--- src/rtl/seq_pkg.sv ---
// Shared encodings for the SEQ Y86-64 sequencer: icodes, branch conditions,
// status codes and the controller state set.
package seq_pkg;

  localparam logic [3:0] I_HALT   = 4'h0;
  localparam logic [3:0] I_NOP    = 4'h1;
  localparam logic [3:0] I_CMOV   = 4'h2;
  localparam logic [3:0] I_IRMOVQ = 4'h3;
  localparam logic [3:0] I_RMMOVQ = 4'h4;
  localparam logic [3:0] I_MRMOVQ = 4'h5;
  localparam logic [3:0] I_OPQ    = 4'h6;
  localparam logic [3:0] I_JXX    = 4'h7;
  localparam logic [3:0] I_CALL   = 4'h8;
  localparam logic [3:0] I_RET    = 4'h9;
  localparam logic [3:0] I_PUSHQ  = 4'hA;
  localparam logic [3:0] I_POPQ   = 4'hB;

  localparam logic [3:0] C_YES = 4'h0;
  localparam logic [3:0] C_LE  = 4'h1;
  localparam logic [3:0] C_L   = 4'h2;
  localparam logic [3:0] C_E   = 4'h3;
  localparam logic [3:0] C_NE  = 4'h4;
  localparam logic [3:0] C_GE  = 4'h5;
  localparam logic [3:0] C_G   = 4'h6;

  localparam logic [3:0] OPQ_FN_MAX = 4'h3;

  typedef enum logic [1:0] {
    STAT_AOK = 2'b00,
    STAT_HLT = 2'b01,
    STAT_ADR = 2'b10,
    STAT_INS = 2'b11
  } stat_t;

  // Low six bits are the stage enables, so each enable is a flop output.
  typedef enum logic [6:0] {
    S_IDLE      = 7'b0000000,
    S_FETCH     = 7'b0000001,
    S_DECODE    = 7'b0000010,
    S_EXECUTE   = 7'b0000100,
    S_MEMORY    = 7'b0001000,
    S_WRITEBACK = 7'b0010000,
    S_PCUPD     = 7'b0100000,
    S_HALTED    = 7'b1000000
  } state_t;

  function automatic logic is_mem_icode(input logic [3:0] ic);
    return ic inside {I_RMMOVQ, I_MRMOVQ, I_CALL, I_RET, I_PUSHQ, I_POPQ};
  endfunction

endpackage

--- src/rtl/cond_eval.sv ---
// Branch/cmov condition from the condition codes; also flags ifun values
// that name no condition.
module cond_eval
  import seq_pkg::*;
(
  input  logic [2:0] cc,
  input  logic [3:0] ifun,
  output logic       cnd_raw,
  output logic       ifun_legal
);

  logic zf, sf, of, lt;

  assign zf = cc[2];
  assign sf = cc[1];
  assign of = cc[0];
  assign lt = sf ^ of;

  always_comb begin
    cnd_raw    = 1'b0;
    ifun_legal = 1'b1;
    case (ifun)
      C_YES:   cnd_raw = 1'b1;
      C_LE:    cnd_raw = lt | zf;
      C_L:     cnd_raw = lt;
      C_E:     cnd_raw = zf;
      C_NE:    cnd_raw = !zf;
      C_GE:    cnd_raw = !lt;
      C_G:     cnd_raw = !lt & !zf;
      default: ifun_legal = 1'b0;
    endcase
  end

endmodule

--- src/rtl/seq_ctrl.sv ---
// Multi-cycle SEQ Y86-64 sequencer: one-hot stage enables, CC register,
// condition evaluation, data-memory handshake with timeout, status and retire count.
module seq_ctrl #(
  parameter int MEM_TIMEOUT = 16,
  parameter int CNT_W       = 32
) (
  input  logic             clk,
  input  logic             rst,
  input  logic             start,
  input  logic [3:0]       icode,
  input  logic [3:0]       ifun,
  input  logic             instr_valid,
  input  logic             imem_error,
  input  logic             dmem_error,
  input  logic             alu_zf,
  input  logic             alu_sf,
  input  logic             alu_of,
  input  logic             mem_ack,
  output logic             en_fetch,
  output logic             en_decode,
  output logic             en_execute,
  output logic             en_memory,
  output logic             en_writeback,
  output logic             en_pc,
  output logic             mem_req,
  output logic [2:0]       cc,
  output logic             cnd,
  output logic [1:0]       stat,
  output logic             busy,
  output logic [CNT_W-1:0] instr_count
);
  import seq_pkg::*;

  localparam int TW = (MEM_TIMEOUT > 2) ? $clog2(MEM_TIMEOUT) : 1;
  localparam logic [TW-1:0] TMAX = TW'(MEM_TIMEOUT - 1);

  state_t        state;
  stat_t         stat_q;
  logic [6:0]    st_bits;
  logic [TW-1:0] tcnt;
  logic          cnd_raw, ifun_legal;
  logic          is_cond;

  cond_eval u_cond (
    .cc         (cc),
    .ifun       (ifun),
    .cnd_raw    (cnd_raw),
    .ifun_legal (ifun_legal)
  );

  assign is_cond = (icode == I_CMOV) || (icode == I_JXX);

  assign st_bits      = state;
  assign en_fetch     = st_bits[0];
  assign en_decode    = st_bits[1];
  assign en_execute   = st_bits[2];
  assign en_memory    = st_bits[3];
  assign en_writeback = st_bits[4];
  assign en_pc        = st_bits[5];
  assign busy         = |st_bits[5:0];
  assign stat         = stat_q;

  always_ff @(posedge clk or posedge rst) begin
    if (rst) begin
      state       <= S_IDLE;
      stat_q      <= STAT_AOK;
      mem_req     <= 1'b0;
      cc          <= 3'b100;
      cnd         <= 1'b0;
      instr_count <= '0;
      tcnt        <= '0;
    end else begin
      case (state)
        S_IDLE: if (start) state <= S_FETCH;

        S_FETCH: begin
          if (imem_error) begin
            stat_q <= STAT_ADR;
            state  <= S_HALTED;
          end else if (!instr_valid) begin
            stat_q <= STAT_INS;
            state  <= S_HALTED;
          end else if (icode == I_HALT) begin
            stat_q <= STAT_HLT;
            state  <= S_HALTED;
          end else begin
            state  <= S_DECODE;
          end
        end

        S_DECODE: begin
          if ((is_cond && !ifun_legal) || (icode == I_OPQ && ifun > OPQ_FN_MAX)) begin
            stat_q <= STAT_INS;
            state  <= S_HALTED;
          end else begin
            state  <= S_EXECUTE;
          end
        end

        // cnd_raw is evaluated against the CC value before this cycle's update.
        S_EXECUTE: begin
          if (icode == I_OPQ) cc <= {alu_zf, alu_sf, alu_of};
          cnd     <= is_cond ? cnd_raw : 1'b0;
          mem_req <= is_mem_icode(icode);
          tcnt    <= '0;
          state   <= S_MEMORY;
        end

        // mem_req doubles as "this instruction touches memory"; ack beats timeout.
        S_MEMORY: begin
          if (!mem_req) begin
            state <= S_WRITEBACK;
          end else if (mem_ack) begin
            mem_req <= 1'b0;
            if (dmem_error) begin
              stat_q <= STAT_ADR;
              state  <= S_HALTED;
            end else begin
              state  <= S_WRITEBACK;
            end
          end else if (tcnt == TMAX) begin
            mem_req <= 1'b0;
            stat_q  <= STAT_ADR;
            state   <= S_HALTED;
          end else begin
            tcnt <= tcnt + 1'b1;
          end
        end

        S_WRITEBACK: state <= S_PCUPD;

        S_PCUPD: begin
          instr_count <= instr_count + 1'b1;
          state       <= S_FETCH;
        end

        S_HALTED: state <= S_HALTED;

        default: state <= S_IDLE;
      endcase
    end
  end

endmodule

--- config.mk ---
export PLATFORM = sky130hd
export DESIGN_NAME = seq_ctrl
export DESIGN_NICKNAME = d
export VERILOG_FILES = /design/src/rtl/seq_pkg.sv /design/src/rtl/cond_eval.sv /design/src/rtl/seq_ctrl.sv
export SDC_FILE = /design/constraint.sdc
export NUM_CORES = 1
export LEC_CHECK = 0
export BUFFER_PORTS_ARGS = -buffer_cell sky130_fd_sc_hd__buf_4
export CORE_UTILIZATION = 53
export DETAILED_ROUTE_END_ITERATION = 10
export PLACE_DENSITY = 0.8
export SLEW_MARGIN = 20
export SYNTH_ARGS = -nofsm -noshare
export SYNTH_HDL_FRONTEND = slang
export SYNTH_SLANG_ARGS = --single-unit
--- constraint.sdc ---
create_clock -name clk -period 2 [get_ports clk]
set_input_delay 0.4 -clock clk [delete_from_list [all_inputs] [get_ports clk]]
set_output_delay 0.4 -clock clk [all_outputs]
set_load 0.03 [all_outputs]
==> metrics.md, run 1 <==
| Metric | Value |
|---|---|
| GRT Total Usage | 0.237 |
| Clk sink count | 50 |
| Fin util | 0.755 |
| Seq cells post-synth | 50 |
| R2R Path Start | st_bits[2] |
| Global-route wire length before repair | 9.32 mm |
| Core Area | approximately 4400 sq um |
| Fin. max-slew vios | 0 |
| First DRT Iteration DRCs | 168 |
| Crit Path Category | reg -> out |
| Endpoints failing setup | 1 |
| Crit path max fanout | 4 |
| I/O pins | 64 |
| Clock root buffer master | clkbuf_8 |
| Largest net degree at the start of global routing | 51 |
| Synth top area share | 0.487 |
| Die H | just over 70 um |
| Fill cells | between 300 and 400 |
| Post-Synthesis Cells | 239 |
| Pre-Repair DR Iteration Count | 7 |
| Post-synth EDFFs | 0 |
| Busiest metal layer after global routing | met2 |
| Vias in the first global route | 2049 |
| Post-synth ARST share | 1.00 |
| Rel. slew slack | 0.670 |
| Internal power | about 1.8 mW |
| Final Cell Area | around 3400 sq um |
| Largest stage delay, worst path | between 0.4 and 0.5 ns |
| Critical path endpoint category | output port |
| Layout cells sized above 1 | 0.348 |
| Clk_lat worst skew | about 0.30 ns |
| Lkg Pwr | around 1.6 nW |
| Fin crit period | 2.00 ns |
| Htree depth | 2 |
| Fmax | between 0.4 and 0.5 GHz |
| Cell taking the most area after synthesis | dfrtp_1 |
| Outcome | complete, but fails checks |
| Area contributors post-synth | dfrtp_1 49%, xnor2_1 7.3%, xor2_1 4.2% |
| Setup ws final | -0.00256 ns |
| Power Dens Cells | roughly 800 nW/um^2 |
| Sw Share | 0.326 |
| Violated checks | design-rule violations, negative setup slack |
| Detailed Route WL | 5.78 mm |
| CTS tree | done |
| Syn_area_per_cell | 10.5 sq um |
| Critical Path AT | between 1.5 and 2 ns |
| Placed Area | about 3100 sq um |
| DRC viols | 4 |
| CTS Buf Count | 5 |
| Antenna-violating nets left | 0 |
| GRT overflow | 0 |
| Vias | 2190 |
| CP startpoint | st_bits[4] |
| Clock power frac | 0.262 |
| Met1 Resource Use GR | 0.329 |
| Port Buffers | between 60 and 70 |
| Vias per std cell | approximately 5.8 |
| N_diodes | 0 |
| CTS Buffer Depth | 2 |
| Synth warn | 0 |
| Setup TNS | -0.00256 ns |
| Grt met3 use | 0.0513 |
| Syn_nets | 259 |
| Final hold vios | 0 |
| Clock skew | just over 0.01 ns |
| Cell Area, Synth | 2520 sq um |
| Initial antenna violation count | 0 |
| Seq pwr share | 0.438 |
| HP Class | in -> async |
| Clk pin slew, worst setup/hold paths | ~0.090 ns |
| Count of different cell masters after synthesis | 48 |
| Die width | 70.9 um |
| P_sw | 0.876 mW |
| GPL Wtd Cong | between 0.8 and 0.9 |
| Routed len/inst | ~15 um |
| Worst-Margin Slew | approximately 0.5 ns |
| Period utilization | 1.00 |
| RSZ-0062 raised after global routing | yes |
| Setup WS pre-CTS | ~0.075 ns |
| Initial core utilization | 0.566 |
| Worst path slowest cell | or3_4 |
| Layout area overhead | 33.3% |
| Comb pwr share | 0.300 |
| Top FF cell, synth | dfrtp_1 |
| Nets | between 300 and 400 |
| Crit-path cells | or3_4, or3_1, buf_6 |
| Die Area | a little over 5000 sq um |
| Overall Power | 2.69 mW |
| Grt met2 use | 0.368 |
| Site Rows | 24 |
| Post-synthesis sequential area ratio | 0.498 |
| Placed wire-length estimate | 4.03 mm |
| Startpoint types | flip-flop |
| VDD IR max | between 0.5 and 0.6 mV |
| Max Cap Viol | 0 |
| Critical Path RT | between 1.5 and 2 ns |
[flip-flops by register name (all words and copies together) (netlist names)]
signal       flops
cnd              1
stat             2
mem_req          1
cc               3
st_bits          7
instr_count     32
tcnt             4
[per-layer routing]
metal,up-vias,part of all wire
met1,1058,0.43
met2,78,0.48
met5,-,0
met3,15,0.057
met4,0,0.023
li1,1039,-
[layout by cell type, fill, tap and decap left out, drive strengths merged, types with 3 or more instances in the layout]
master	synthesis	final
a21oi	5	5
a31oi	3	3
and2	4	4
and3	6	6
and4	5	5
buf	1	83
clkbuf	0	5
dfrtp	49	49
inv	6	6
mux2	4	4
nand2	18	18
nand2b	7	7
nand3	17	17
nand4	13	13
nor2	16	16
nor2b	6	6
nor3	9	9
o21ai	8	8
or3	4	4
xnor2	21	21
xor2	12	12
[cell usage after synthesis (4+ instances only)]
cell,number
dfrtp_1,49
xnor2_1,21
nand4_1,13
a21oi_1,5
xor2_1,12
and4_1,5
nand2_1,17
nor3_1,8
nand2b_1,6
o21ai_0,8
and3_1,6
inv_1,6
nand3_1,16
nor2_1,15
nor2b_1,6
and2_1,4
mux2_2,4
[kinds of logic after synthesis]
group | count (synthesis) | synth area share
AND/OR/NAND/NOR | 114 | 0.264
flip-flops | 50 | 0.498
XOR/XNOR | 33 | 0.115
AO/OA/AOI/OAI | 28 | 0.0796
buffers and inverters | 7 | 0.0119
multiplexers | 5 | 0.0219
adder cells (fa/ha/maj) | 2 | 0.00994
[worst paths after layout]
check | endpoint | slack [ns] | cells after the start
worst max-delay path | busy | -0.003 | 3
worst min-delay path | instr_count[12] | 0.13 | 3
worst max register to register | instr_count[26] | 0.06 | 6
worst min register to register | instr_count[31] | 0.47 | 1
max in group asynchronous | cc[2] | 1.59 | 3
min in group clk | cnd | 0.32 | 2
[metrics by stage]
stage               std cells  hold slack [ns]
detailed placement        361            0.465
global placement          361            0.459
finish                    380            0.131
global route              380            0.156
CTS                       373            0.133
floorplan                 239            0.490
[area by class of cell]
class | count | area, sq um | area share
Inverter | 6 | 22.5 | 0.00672
Multi-Input combinational cell | 182 | 1260 | 0.376
Sequential cell | 50 | 1250 | 0.374
Timing Repair Buffer | 83 | 643 | 0.192
Clock buffer | 5 | 68.8 | 0.0205
Clock inverter | 2 | 38.8 | 0.0116
Tap cell | 52 | 65.1 | 0.0194
[worst max-delay path, delay by kind of cell (launching register included)]
family	cells	cell delay, ns
simple gates	2	0.75
flops	1	0.41
buf+inv	1	0.15
[power by group through the flow]
stage / Combinational, mW / Clock [mW] / Sequential [mW]
3_5_place_dp: 0.735 / 0 / 1.20
4_1_cts: 0.761 / 0.724 / 1.18
6_report: 0.806 / 0.706 / 1.18
2_1_floorplan: 0.367 / 0 / 1.31
3_3_place_gp: 0.722 / 0 / 1.19
5_1_grt: 0.864 / 0.756 / 1.19
[timing repair]
action,4_1_cts,5_1_grt
endpoints found under the hold margin,0,0
gates resized for setup,4,6
setup buffers,5,7
endpoints found under the setup margin,1,22
hold buffers,0,0
pin swaps,0,6
No activity file was read; power rests on OpenSTA's default activity.
==> run 2: changes to the inputs <==
Settings changed: ABC_AREA from default to 1, CORE_UTILIZATION 53 to 54, PLACE_DENSITY 0.8 to 0.82.
==> run 2 against run 1 <==
The flow now finishes without violations. Sequential power about the same. Critical path depth rose by 2. Combinational power shrank 8.4%. Critical path type unchanged.
==> metrics.md, run 2 <==
| Metric | Value |
|---|---|
| Post-Synthesis Cells | 376 (+57%) |
| Layout area overhead | 23.9% |
| Die width | 74.8 um (+5.5%) |
| Cts-stage hold buffer count | 0 (unchanged) |
| Vias per std cell | 5.07 (-12%) |
| Vias in the first global route | 2438 (+19%) |
| Fin crit period | 1.80 ns (-0.201 ns) |
| GRT Total Usage | 0.244 (+0.00723) |
| Rel. slew slack | 0.701 (+0.0315) |
| Period utilization | 0.901 (-0.101) |
| Initial core utilization | 0.560 (-0.00590) |
| Top FF cell, synth | dfrtp_1 |
| CTS Buf Count | 5 (unchanged) |
| N_diodes | 0 (unchanged) |
| Synth warn | 0 (unchanged) |
| Post-CTS Setup Repair Bufs | 0 (-5) |
| Post-synthesis sequential area ratio | 0.438 (-0.0601) |
| Cell taking the most area after synthesis | dfrtp_1 |
| Count of different cell masters after synthesis | 30 (-38%) |
| Core Area | 5110 sq um (+15%) |
| Hold_ws | 0.125 ns (-0.00643 ns) |
| Synth top area share | 0.429 (-0.0588) |
| Layout cells sized above 1 | 0.210 (-0.137) |
| Pre-Repair DR Iteration Count | 4 (-3) |
| Clock root buffer master | clkbuf_8 |
| Detailed Route WL | 6.42 mm (+11%) |
| HP Class | in -> async |
| Syn_nets | 396 (+53%) |
| Endpoints failing setup | 0 (-1) |
| CTS Buffer Depth | 2 (unchanged) |
| Global-route wire length before repair | 10.5 mm (+12%) |
| First DRT Iteration DRCs | 203 (+21%) |
| Crit Path Category | reg -> out |
| Biggest register | instr_count |
| Fin. max-slew vios | 0 (unchanged) |
| Startpoint types | flip-flop |
| Fill cells | 433 (+35%) |
| Synth top cells by count | 125 x nand2_1, 49 x dfrtp_1, 44 x inv_1, 42 x nor2_1, 26 x nand3_1 |
| Number of instances resized during post-cts repair | 0 (-4) |
| RSZ-0062 raised after global routing | no |
| Crit path max fanout | 5 (+1) |
| Clk_lat worst skew | 0.31 ns (about the same) |
| GPL Wtd Cong | 0.865 (+6.6%) |
| Htree depth | 2 (unchanged) |
| Vias | 2621 (+20%) |
| Die Area | 5590 sq um (+11%) |
| Commonest cells after routing, fill and taps aside | 125 x nand2_1, 63 x buf_4, 49 x dfrtp_1, 43 x inv_1, 42 x nor2_1 |
| I/O pins | 64 (unchanged) |
| Clk pin slew, worst setup/hold paths | 0.10 ns (about the same) |
| Critical Path RT | 1.60 ns (about the same) |
| Antenna-violating nets left | 0 (unchanged) |
| Post-synth ARST share | 1.00 (unchanged) |
| Routed len/inst | 12.4 um (-18%) |
| Nets | 466 (+34%) |
| Area contributors post-synth | dfrtp_1 43%, nand2_1 16%, inv_1 5.8% |
| Power Dens Cells | 753 nW/um^2 (-6.1%) |
| Final hold vios | 0 (unchanged) |
| Syn_area_per_cell | 7.61 sq um (-28%) |
| Critical path endpoint category | output port |
| DRC viols | 0 (-4) |
| Clock skew | 0.0112 ns (+0.00114 ns) |
| Placed wire-length estimate | 4.93 mm (+22%) |
| Outcome | completed |
| Max FFs per register | 32 (unchanged) |
| Die H | 74.8 um (+5.5%) |
| Initial antenna violation count | 0 (unchanged) |
| Setup TNS | 0 ns (+0.00256 ns) |
| GRT overflow | 0 (unchanged) |
| Commonest non-fill, non-tap cell in the layout | nand2_1 |
| Largest net degree at the start of global routing | 51 (unchanged) |
| CTS tree | done |
| Fmax | 0.555 GHz (+11%) |
| Seq cells post-synth | 50 (unchanged) |
| Site Rows | 26 (+8.3%) |
| Worst R2R Path Depth | 7 (+1) |
| Clk sink count | 50 (unchanged) |
| Critical Path AT | 1.40 ns (-0.20 ns) |
| VDD IR max | 0.560 mV (+8.5%) |
| Cell Area, Synth | 2860 sq um (+14%) |
| Cell with the most instances after synthesis | nand2_1 |
| Lkg Pwr | 1.90 nW (+16%) |
| R2r setup slk | 0.30 ns (+0.24 ns) |
| Max Cap Viol | 0 (unchanged) |
| Post-synth EDFFs | 0 (unchanged) |
| Port Buffers | 63 (unchanged) |
| Worst-Margin Slew | 0.447 ns (-0.0451 ns) |
run 2: kinds of logic (layout without fill, tap and decap cells):
group | after synthesis | in the layout | share of synthesized area
buffers and inverters | 47 | 118 | 0.0643
DFF | 50 | 50 | 0.438
xor gates and xnor gates | 20 | 20 | 0.0612
AOI/OAI and AO/OA | 16 | 16 | 0.0297
and+or+nand+nor | 241 | 241 | 0.398
adders and majority gates | 2 | 2 | 0.00874
run 2: layout make-up:
| class | count | area [sq um] | area share |
|---|---|---|---|
| clock buffer | 5 | 68.8 | 0.0194 |
| clock inverter | 3 | 45.0 | 0.0127 |
| inverter | 46 | 173 | 0.0487 |
| multi-input combinational | 279 | 1430 | 0.402 |
| sequential | 50 | 1250 | 0.353 |
| tap | 70 | 87.6 | 0.0247 |
| timing repair buffer | 64 | 493 | 0.139 |
run 2: layer usage:
layer	up-vias	track usage	wire length, um
met1	1223	0.301	2760
met5	-	0	0
met4	0	0.0734	38
met3	4	0.0495	268
met2	71	0.431	3350
li1	1323	-	-
run 2: per-stage QoR:
stage               power, mW  setup WS [ns]  cells  instance area, sq um   util
floorplan                1.70          0.305    376                  2860      -
CTS                      2.68          0.194    517                  3540  0.694
detailed placement       1.96          0.330    509                  3430  0.672
global route             2.80          0.116    517                  3540  0.694
global placement         1.93          0.388    509                  3430  0.672
finish                   2.67          0.199    517                  3540  0.694
run 2: final timing paths:
check                                    start         endpoint
worst max-delay path                st_bits[0]             busy
worst min-delay path                       rst  instr_count[20]
min in group clk                        alu_of            cc[0]
worst max register to register  instr_count[0]  instr_count[22]
worst min register to register         stat[1]          stat[1]
max in group asynchronous                  rst            cc[2]
run 2: where the power goes:
| group | switching, mW | leakage (nW) | internal (mW) | total [mW] |
|---|---|---|---|---|
| Combinational | 0.480 | 1.17 | 0.258 | 0.738 |
| Clock | 0.362 | 0.0504 | 0.373 | 0.734 |
| Sequential | 0.0942 | 0.680 | 1.10 | 1.20 |
run 2: critical path, stage by stage (launching register included):
cell	delay [ns]
dfrtp_1	0.44
nor2_2	0.19
nand2_4	0.11
inv_1	0.11
nand3_1	0.08
buf_4	0.17
==> run 3: changes to the inputs <==
Settings changed: CELL_PAD_IN_SITES_DETAIL_PLACEMENT from default to 1, CELL_PAD_IN_SITES_GLOBAL_PLACEMENT from default to 1, CORE_UTILIZATION 54 to 39.
==> run 3 against run 2 <==
Combinational power is 0.5% lower. Clock power is 12% lower. Routed wire length rose by 13%. Worst hold slack worse by 0.033 ns. Clock skew is essentially flat. Count of clock-buffer cells in the layout grew 1. First-iteration DRC count shrank 46%. Critical endpoint unchanged. Highest routed layer unchanged.
==> metrics.md, run 3 (synthesized netlist as in run 2, its figures left out) <==
| Metric | Value |
|---|---|
| Setup TNS | 0 ns (unchanged) |
| Detailed Route WL | 7.23 mm (+13%) |
| Htree depth | 2 (unchanged) |
| Core Area | 6940 sq um (+36%) |
| Site Rows | 30 (+15%) |
| Fmax | 0.553 GHz (-0.37%) |
| Worst R2R Path Depth | 7 (unchanged) |
| N_diodes | 0 (unchanged) |
| FF-to-FF End | instr_count[22] |
| Endpoints failing setup | 0 (unchanged) |
| Vias in the first global route | 2743 (+13%) |
| VDD IR max | 0.270 mV (-52%) |
| Die width | 87.7 um (+17%) |
| Commonest non-fill, non-tap cell in the layout | nand2_1 |
| CTS Buf Count | 5 (unchanged) |
| Fill cells | 897 (+110%) |
| Initial core utilization | 0.412 (-0.148) |
| CTS Buffer Depth | 2 (unchanged) |
| Largest stage delay, worst path | 0.45 ns (about the same) |
| Crit path max fanout | 5 (unchanged) |
| Layout area overhead | 24.6% |
| HP Class | in -> async |
| GPL Wtd Cong | 0.796 (-7.9%) |
| Post-CTS Setup Repair Bufs | 0 (unchanged) |
| Initial antenna violation count | 0 (unchanged) |
| Die Area | 7680 sq um (+37%) |
| Crit Path Category | reg -> out |
| Routed len/inst | 13.3 um (+6.8%) |
| Vias per std cell | 4.88 (-3.7%) |
| Setup WS pre-CTS | 0.316 ns (-0.0138 ns) |
| Die H | 87.7 um (+17%) |
| Fin. max-slew vios | 0 (unchanged) |
| GRT overflow | 0 (unchanged) |
| DRC viols | 0 (unchanged) |
| Layout cells sized above 1 | 0.214 (+0.00352) |
| Power Dens Cells | 723 nW/um^2 (-4.1%) |
| R2R Path Start | instr_count[1] |
| Worst-Margin Slew | 0.447 ns (-0.0000151 ns) |
| Port Buffers | 63 (unchanged) |
| Antenna-violating nets left | 0 (unchanged) |
| Critical Path RT | 1.60 ns (about the same) |
| Critical path endpoint category | output port |
| GRT Total Usage | 0.206 (-0.0376) |
| Commonest cells after routing, fill and taps aside | 125 x nand2_1, 66 x buf_4, 49 x dfrtp_1, 43 x inv_1, 42 x nor2_1 |
| Placed wire-length estimate | 5.87 mm (+19%) |
| Crit-path cells | nor2_4, nand2_4, inv_1, nand3_1, buf_4 |
| RSZ-0062 raised after global routing | no |
| Clock root buffer master | clkbuf_8 |
| R2r setup slk | 0.31 ns (about the same) |
| Final hold vios | 0 (unchanged) |
| Max FFs per register | 32 (unchanged) |
| Number of instances resized during post-cts repair | 0 (unchanged) |
| Max Cap Viol | 0 (unchanged) |
| Rel. slew slack | 0.700 (-0.00118) |
| I/O pins | 64 (unchanged) |
| Clock skew | 0.0110 ns (-0.000231 ns) |
| Global-route wire length before repair | 12.5 mm (+19%) |
| Largest net degree at the start of global routing | 21 (-59%) |
| Biggest register | instr_count |
| CTS tree | done |
| Nets | 468 (+0.43%) |
| Clk sink count | 50 (unchanged) |
| Clk_lat worst skew | 0.31 ns (about the same) |
| Fin crit period | 1.81 ns (+0.00673 ns) |
| Period utilization | 0.904 (+0.00336) |
| Final Cell Area | 3570 sq um (+0.60%) |
| Outcome | completed |
| Critical Path AT | 1.41 ns (about the same) |
| First DRT Iteration DRCs | 110 (-46%) |
| Vias | 2661 (+1.5%) |
| Placed Area | 3470 sq um (+1.0%) |
| Startpoint types | flip-flop |
| Setup ws final | 0.192 ns (-0.00673 ns) |
| Worst path slowest cell | dfrtp_1 |
| Cts-stage hold buffer count | 0 (unchanged) |
| Lkg Pwr | 1.91 nW (+0.28%) |
| Pre-Repair DR Iteration Count | 4 (unchanged) |
| Clk pin slew, worst setup/hold paths | 0.10 ns (about the same) |
==> run 3: cell count changes in the layout (fill, tap and decap cells not counted), sizes merged <==
| cell | before | now |
|---|---|---|
| buf | 64 | 66 |
| clkinv | 0 | 2 |
| clkinvlp | 2 | 0 |
| bufinv | 1 | 0 |
| clkbuf | 5 | 6 |
==> run 3: how the worst max path moves through the flow <==
stage                           end  cells after the start  slack, ns           start
floorplan           instr_count[22]                      7       0.30  instr_count[0]
global placement    instr_count[22]                      7       0.32  instr_count[0]
detailed placement  instr_count[22]                      7       0.32  instr_count[0]
CTS                            busy                      5       0.16      st_bits[2]
global route                   busy                      5       0.09      st_bits[2]
finish                         busy                      5       0.19      st_bits[2]
==> run 3: metal layers <==
layer	track usage	wire length, um	vias to the layer above
li1	-	-	1331
met1	0.267	3300	1280
met2	0.364	3630	41
met3	0.0339	226	9
met4	0.0432	69	0
met5	0	0	-
==> run 3: layout make-up <==
type / count / area, sq um / area share
Timing Repair Buffer: 66 / 495 / 0.139
Multi-Input combinational cell: 279 / 1430 / 0.400
Clock buffer: 6 / 82.6 / 0.0232
Sequential cell: 50 / 1250 / 0.351
Tap cell: 96 / 120 / 0.0337
Clock inverter: 2 / 17.5 / 0.00491
Inverter: 46 / 173 / 0.0484
==> run 3: report_power, final <==
part | switching (mW) | leakage [nW] | internal [mW]
combinational | 0.476 | 1.18 | 0.258
sequential | 0.0932 | 0.680 | 1.10
clock | 0.360 | 0.0514 | 0.285
==> run 3: critical path: cells and delay by family (launching register included) <==
family | cells | cell delay (ns)
flip-flops | 1 | 0.45
AND/OR/NAND/NOR | 3 | 0.37
buffers and inverters | 2 | 0.28
==> run 3: metrics by stage <==
stage	power, mW	std cells	util	hold WS [ns]
finish	2.58	545	0.514	0.0914
global route	2.74	545	0.514	0.122
CTS	2.61	545	0.514	0.103
detailed placement	1.96	537	0.499	0.449
global placement	1.94	537	0.499	0.436
floorplan	1.70	376	-	0.472
